## src/rtl/fc_dot_sequencer.sv

```systemverilog
// rtl/fc_dot_sequencer.sv - dot-product sequencer driving the FC-layer MAC; FC_SEQ_BIAS_EN enables the bias register
module fc_dot_sequencer #(
    parameter int DATA_WIDTH = 16,
    parameter int ACC_WIDTH  = 32,
    parameter int VEC_LEN    = 64,
    parameter int ADDR_WIDTH = $clog2(VEC_LEN)
) (
    input  logic                         clk,
    input  logic                         rst,
    input  logic                         start,
    input  logic [ADDR_WIDTH:0]          len,
    input  logic signed [ACC_WIDTH-1:0]  bias,
    output logic [ADDR_WIDTH-1:0]        x_addr,
    output logic [ADDR_WIDTH-1:0]        w_addr,
    input  logic signed [DATA_WIDTH-1:0] x_data,
    input  logic signed [DATA_WIDTH-1:0] w_data,
    output logic                         mac_en,
    output logic signed [DATA_WIDTH-1:0] mac_a,
    output logic signed [DATA_WIDTH-1:0] mac_b,
    output logic signed [ACC_WIDTH-1:0]  mac_acc_in,
    input  logic signed [ACC_WIDTH-1:0]  mac_acc_out,
    output logic                         busy,
    output logic signed [ACC_WIDTH-1:0]  result,
    output logic                         result_valid,
    input  logic                         result_ready
);

    typedef enum logic [2:0] {IDLE, RUN, TAIL, CAPTURE, OUT} state_t;

    localparam logic [ADDR_WIDTH:0] MAX_LEN = (ADDR_WIDTH + 1)'(VEC_LEN);

    state_t                       state;
    logic [ADDR_WIDTH-1:0]        addr;
    logic [ADDR_WIDTH-1:0]        last;
    logic                         first;
    logic                         empty;
    logic                         hold;
    logic [ADDR_WIDTH:0]          n;
    logic signed [ACC_WIDTH-1:0]  bias_val;

    assign n = (len > MAX_LEN) ? MAX_LEN : len;

`ifdef FC_SEQ_BIAS_EN
    logic signed [ACC_WIDTH-1:0] bias_q;

    always_ff @(posedge clk or negedge rst) begin
        if (!rst) begin
            bias_q <= '0;
        end else if (state == IDLE && start) begin
            bias_q <= bias;
        end
    end

    assign bias_val = bias_q;
`else
    logic unused_bias;

    assign unused_bias = ^bias;
    assign bias_val    = '0;
`endif

    assign x_addr     = addr;
    assign w_addr     = addr;
    assign mac_a      = mac_en ? x_data : '0;
    assign mac_b      = mac_en ? w_data : '0;
    assign mac_acc_in = !mac_en ? '0 : (first ? bias_val : mac_acc_out);

    always_ff @(posedge clk or negedge rst) begin
        if (!rst) begin
            state        <= IDLE;
            addr         <= '0;
            last         <= '0;
            first        <= 1'b0;
            empty        <= 1'b0;
            hold         <= 1'b0;
            mac_en       <= 1'b0;
            busy         <= 1'b0;
            result       <= '0;
            result_valid <= 1'b0;
        end else begin
            // Read data lags the address by one cycle, so the MAC strobe trails the issue strobe.
            mac_en <= (state == RUN);
            if (mac_en) begin
                first <= 1'b0;
            end
            case (state)
                IDLE: begin
                    if (start) begin
                        busy  <= 1'b1;
                        first <= 1'b1;
                        addr  <= '0;
                        last  <= ADDR_WIDTH'(n - 1);
                        empty <= (n == '0);
                        hold  <= (n == '0);
                        state <= (n == '0) ? CAPTURE : RUN;
                    end
                end
                RUN: begin
                    if (addr == last) begin
                        addr  <= '0;
                        state <= TAIL;
                    end else begin
                        addr <= addr + 1'b1;
                    end
                end
                TAIL: begin
                    state <= CAPTURE;
                end
                CAPTURE: begin
                    // An empty vector spends one extra cycle here to keep latency at n+3.
                    if (hold) begin
                        hold <= 1'b0;
                    end else begin
                        result       <= empty ? bias_val : mac_acc_out;
                        result_valid <= 1'b1;
                        state        <= OUT;
                    end
                end
                OUT: begin
                    if (result_ready) begin
                        result_valid <= 1'b0;
                        busy         <= 1'b0;
                        state        <= IDLE;
                    end
                end
                default: begin
                    state <= IDLE;
                end
            endcase
        end
    end

endmodule

```

## config.mk

```make
export PLATFORM = sky130hd
export DESIGN_NAME = fc_dot_sequencer
export DESIGN_NICKNAME = d
export VERILOG_FILES = /design/src/rtl/fc_dot_sequencer.sv
export SDC_FILE = /design/constraint.sdc
export NUM_CORES = 1
export LEC_CHECK = 0
export BUFFER_PORTS_ARGS = -buffer_cell sky130_fd_sc_hd__buf_4
export CORE_AREA = 2 2 85 87
export CTS_BUF_LIST = sky130_fd_sc_hd__clkbuf_4 sky130_fd_sc_hd__clkbuf_8
export CTS_CLUSTER_SIZE = 14
export DETAILED_ROUTE_END_ITERATION = 16
export DIE_AREA = 0 0 87 89
export MAX_ROUTING_LAYER = met4
export PLACE_DENSITY = 0.95
export SKIP_LAST_GASP = 1
export SYNTH_ARGS = -nofsm -noshare
export SYNTH_HDL_FRONTEND = slang
export SYNTH_SLANG_ARGS = --single-unit
export TNS_END_PERCENT = 50
```

## constraint.sdc

```tcl
create_clock -name clk -period 3 [get_ports clk]
set_input_delay 0.6 -clock clk [delete_from_list [all_inputs] [get_ports clk]]
set_output_delay 0.6 -clock clk [all_outputs]
set_load 0.02 [all_outputs]
```

==> flow_summary.json <==
{
  "core.rowCount": 30,
  "min_period_over_period": 0.798,
  "dieArea_mm2": 0.00774,
  "antenna_cells": 0,
  "core_area_mm2": 0.00672,
  "clk_path_buf_depth": 2,
  "worst_pin_slew_ns": 1.18,
  "cts_sinks": 53,
  "period_needed_ns": 2.39,
  "via_count": 2910,
  "grt_pass1_vias": 2799,
  "endpoint_kind": "output pin",
  "nNetsFinal": 617,
  "drc": 0,
  "clkLatencyLatePin_ns": 0.30,
  "critPathKind": "flop to output pin",
  "routed_wl_um": 8280,
  "gp_congestion": 0.840,
  "cp-start-kind": "flop",
  "dpl.hpwl_um": 6340,
  "post_cts_buffers": 0,
  "final_cells": 588,
  "cts_buffers": 5,
  "area_delta_synth_final_pct": 48.2,
  "crit_end": "mac_acc_in[19]",
  "critPathLaunch": "first",
  "reg2reg_from": "state[1]",
  "grt-ovfl-total": 0,
  "finalSetupViolCount": 0,
  "finalSetupTns_ns": 0,
  "rsz0062_at_grt": "no",
  "cts_resized": 0,
  "layout_common_cells": "buf_4, and2_1, nand2_1, dfrtp_1, nand2b_1",
  "ys_ff_latch": 53,
  "antenna_found_initial": 0,
  "rrSetupSlack_ns": 0.95,
  "initialDrtViolationCount": 83,
  "fmax_mhz": 418,
  "maxCapViolCount": 0,
  "synthCells": 338,
  "finalHoldViolCount": 0,
  "ys_types": 38,
  "htreeDepth": 2,
  "synth_edf_count": 0,
  "syn_area_mm2": 0.00303,
  "async_flop_share": 1.00,
  "avgSynthCellArea_um2": 8.97,
  "postCtsHoldBufs": 0,
  "die_h_um": 89,
  "grt.met1_usage": 0.259,
  "slew_viol_final": 0,
  "grt_util_met3": 0.0536,
  "slew_headroom": 0.211,
  "die_w_um": 87,
  "status": "finished, final reports clean",
  "reg2reg_depth": 4,
  "cts.clk_slew.worst_paths_ns": 0.10,
  "ir_drop_mv": 0.662,
  "drive_gt1_frac": 0.431,
  "p_per_area_mw_per_mm2": 1020,
  "initial_core_util": 0.451,
  "grt_usage": 0.218,
  "grt.busiest_layer": "met2",
  "final_common_cell": "buf_4",
  "wl_per_cell_um": 14.1,
  "io_pins": 218,
  "grt_max_degree": 66,
  "drtAntennaViolNets": 0,
  "required_ns": 2.40,
  "r2r-end": "result[9]",
  "syn_nets": 448,
  "ys_seq_area_frac": 0.438,
  "via_per_inst": 4.95,
  "holdCritPathClass": "input port to asynchronous set/reset pin",
  "root_buffer": "clkbuf_8",
  "use_met2": 0.374,
  "p_leak_nw": 2.33,
  "io_buffers": 185,
  "arrival_ns": 1.79,
  "placed_cells": 580,
  "first_pass_iters": 4,
  "synth_ff_type": "dfrtp_1",
  "grt_pass1_wl_um": 13100,
  "cp_max_fo": 32,
  "cts_tree": "done",
  "ys_warn_count": 0,
  "finalClockSkew_ns": 0.00889
}
worst min-delay path by stage:
stage,endpoint,from,cells after the start
global placement,result[12],result[12],2
global route,result[20],rst,1
floorplan,busy,rst,0
CTS,w_addr[2],rst,1
detailed placement,result[12],result[12],2
finish,last[4],rst,1
worst max-delay path, stage by stage, from the launching register on:
cell     delay, ns
dfrtp_1       0.40
nor2b_2       0.70
and2_1        0.23
buf_4         0.14
sequential cells by signal, indices dropped and copies added (netlist names):
name	cells
result	32
last	6
w_addr	6
state	3
busy	1
empty	1
first	1
hold	1
mac_en	1
result_valid	1
layout make-up:
type / instances / area, um2
Clock buffer: 7 / 90.1
Clock inverter: 1 / 30.0
Fill cell: 552 / 2230
Inverter: 6 / 22.5
Multi-Input combinational cell: 255 / 1530
Sequential cell: 53 / 1330
Tap cell: 80 / 100
Timing Repair Buffer: 186 / 1400
power by group:
part | internal [mW] | switching [mW] | leakage [nW]
Clock | 0.281 | 0.228 | 0.0619
Sequential | 1.04 | 0.271 | 0.649
Combinational | 1.20 | 1.58 | 1.62
Total | 2.52 | 2.08 | 2.33
per-layer routing:
| layer | vias up | wire (um) |
|---|---|---|
| met2 | 125 | 4190 |
| met4 | 0 | 104 |
| met3 | 14 | 635 |
| met5 | - | 0 |
| met1 | 1332 | 3350 |
| li1 | 1439 | - |
logic make-up (layout without fill, tap and decap cells):
| logic type | Yosys count | count (layout) | synth area share |
|---|---|---|---|
| simple gates | 183 | 183 | 0.329 |
| fa+ha+maj | 3 | 3 | 0.0124 |
| buf+inv | 30 | 200 | 0.0603 |
| flops | 53 | 53 | 0.438 |
| mux | 1 | 1 | 0.00372 |
| xor+xnor | 11 | 11 | 0.0318 |
| compound gates | 57 | 57 | 0.125 |
synth_stat cells, types with 2 or more instances:
library cell / instances / area share
or2_2: 3 / 0.0062
o21ai_0: 26 / 0.043
dfrtp_1: 53 / 0.44
nand2b_1: 34 / 0.070
a21o_1: 2 / 0.0050
nor2b_1: 2 / 0.0041
xor2_1: 4 / 0.012
o21ai_2: 17 / 0.049
nand3_1: 4 / 0.0066
a21oi_1: 3 / 0.0050
inv_1: 5 / 0.0062
buf_6: 6 / 0.022
buf_4: 6 / 0.015
nand4_1: 2 / 0.0041
a221oi_1: 3 / 0.0087
or3_1: 2 / 0.0041
xnor2_1: 7 / 0.020
ha_1: 3 / 0.012
nand2_1: 53 / 0.066
nor3_1: 4 / 0.0066
nor4_1: 2 / 0.0041
and2_1: 65 / 0.13
a31oi_1: 2 / 0.0041
clkbuf_1: 10 / 0.012
nor2_1: 7 / 0.0087
stage by stage:
step | power (mW) | cell area [um2] | hold WS [ns] | util | setup WS [ns]
3_3_place_gp | 4.01 | 4370 | 0.462 | 0.650 | 0.935
3_5_place_dp | 4.12 | 4370 | 0.466 | 0.650 | 0.864
4_1_cts | 4.63 | 4490 | 0.345 | 0.668 | 0.519
6_report | 4.60 | 4490 | 0.324 | 0.668 | 0.606
2_1_floorplan | 3.02 | 3030 | 0.304 | - | 1.17
5_1_grt | 4.92 | 4490 | 0.374 | 0.668 | 0.405
(Power assumes the default switching activity.)
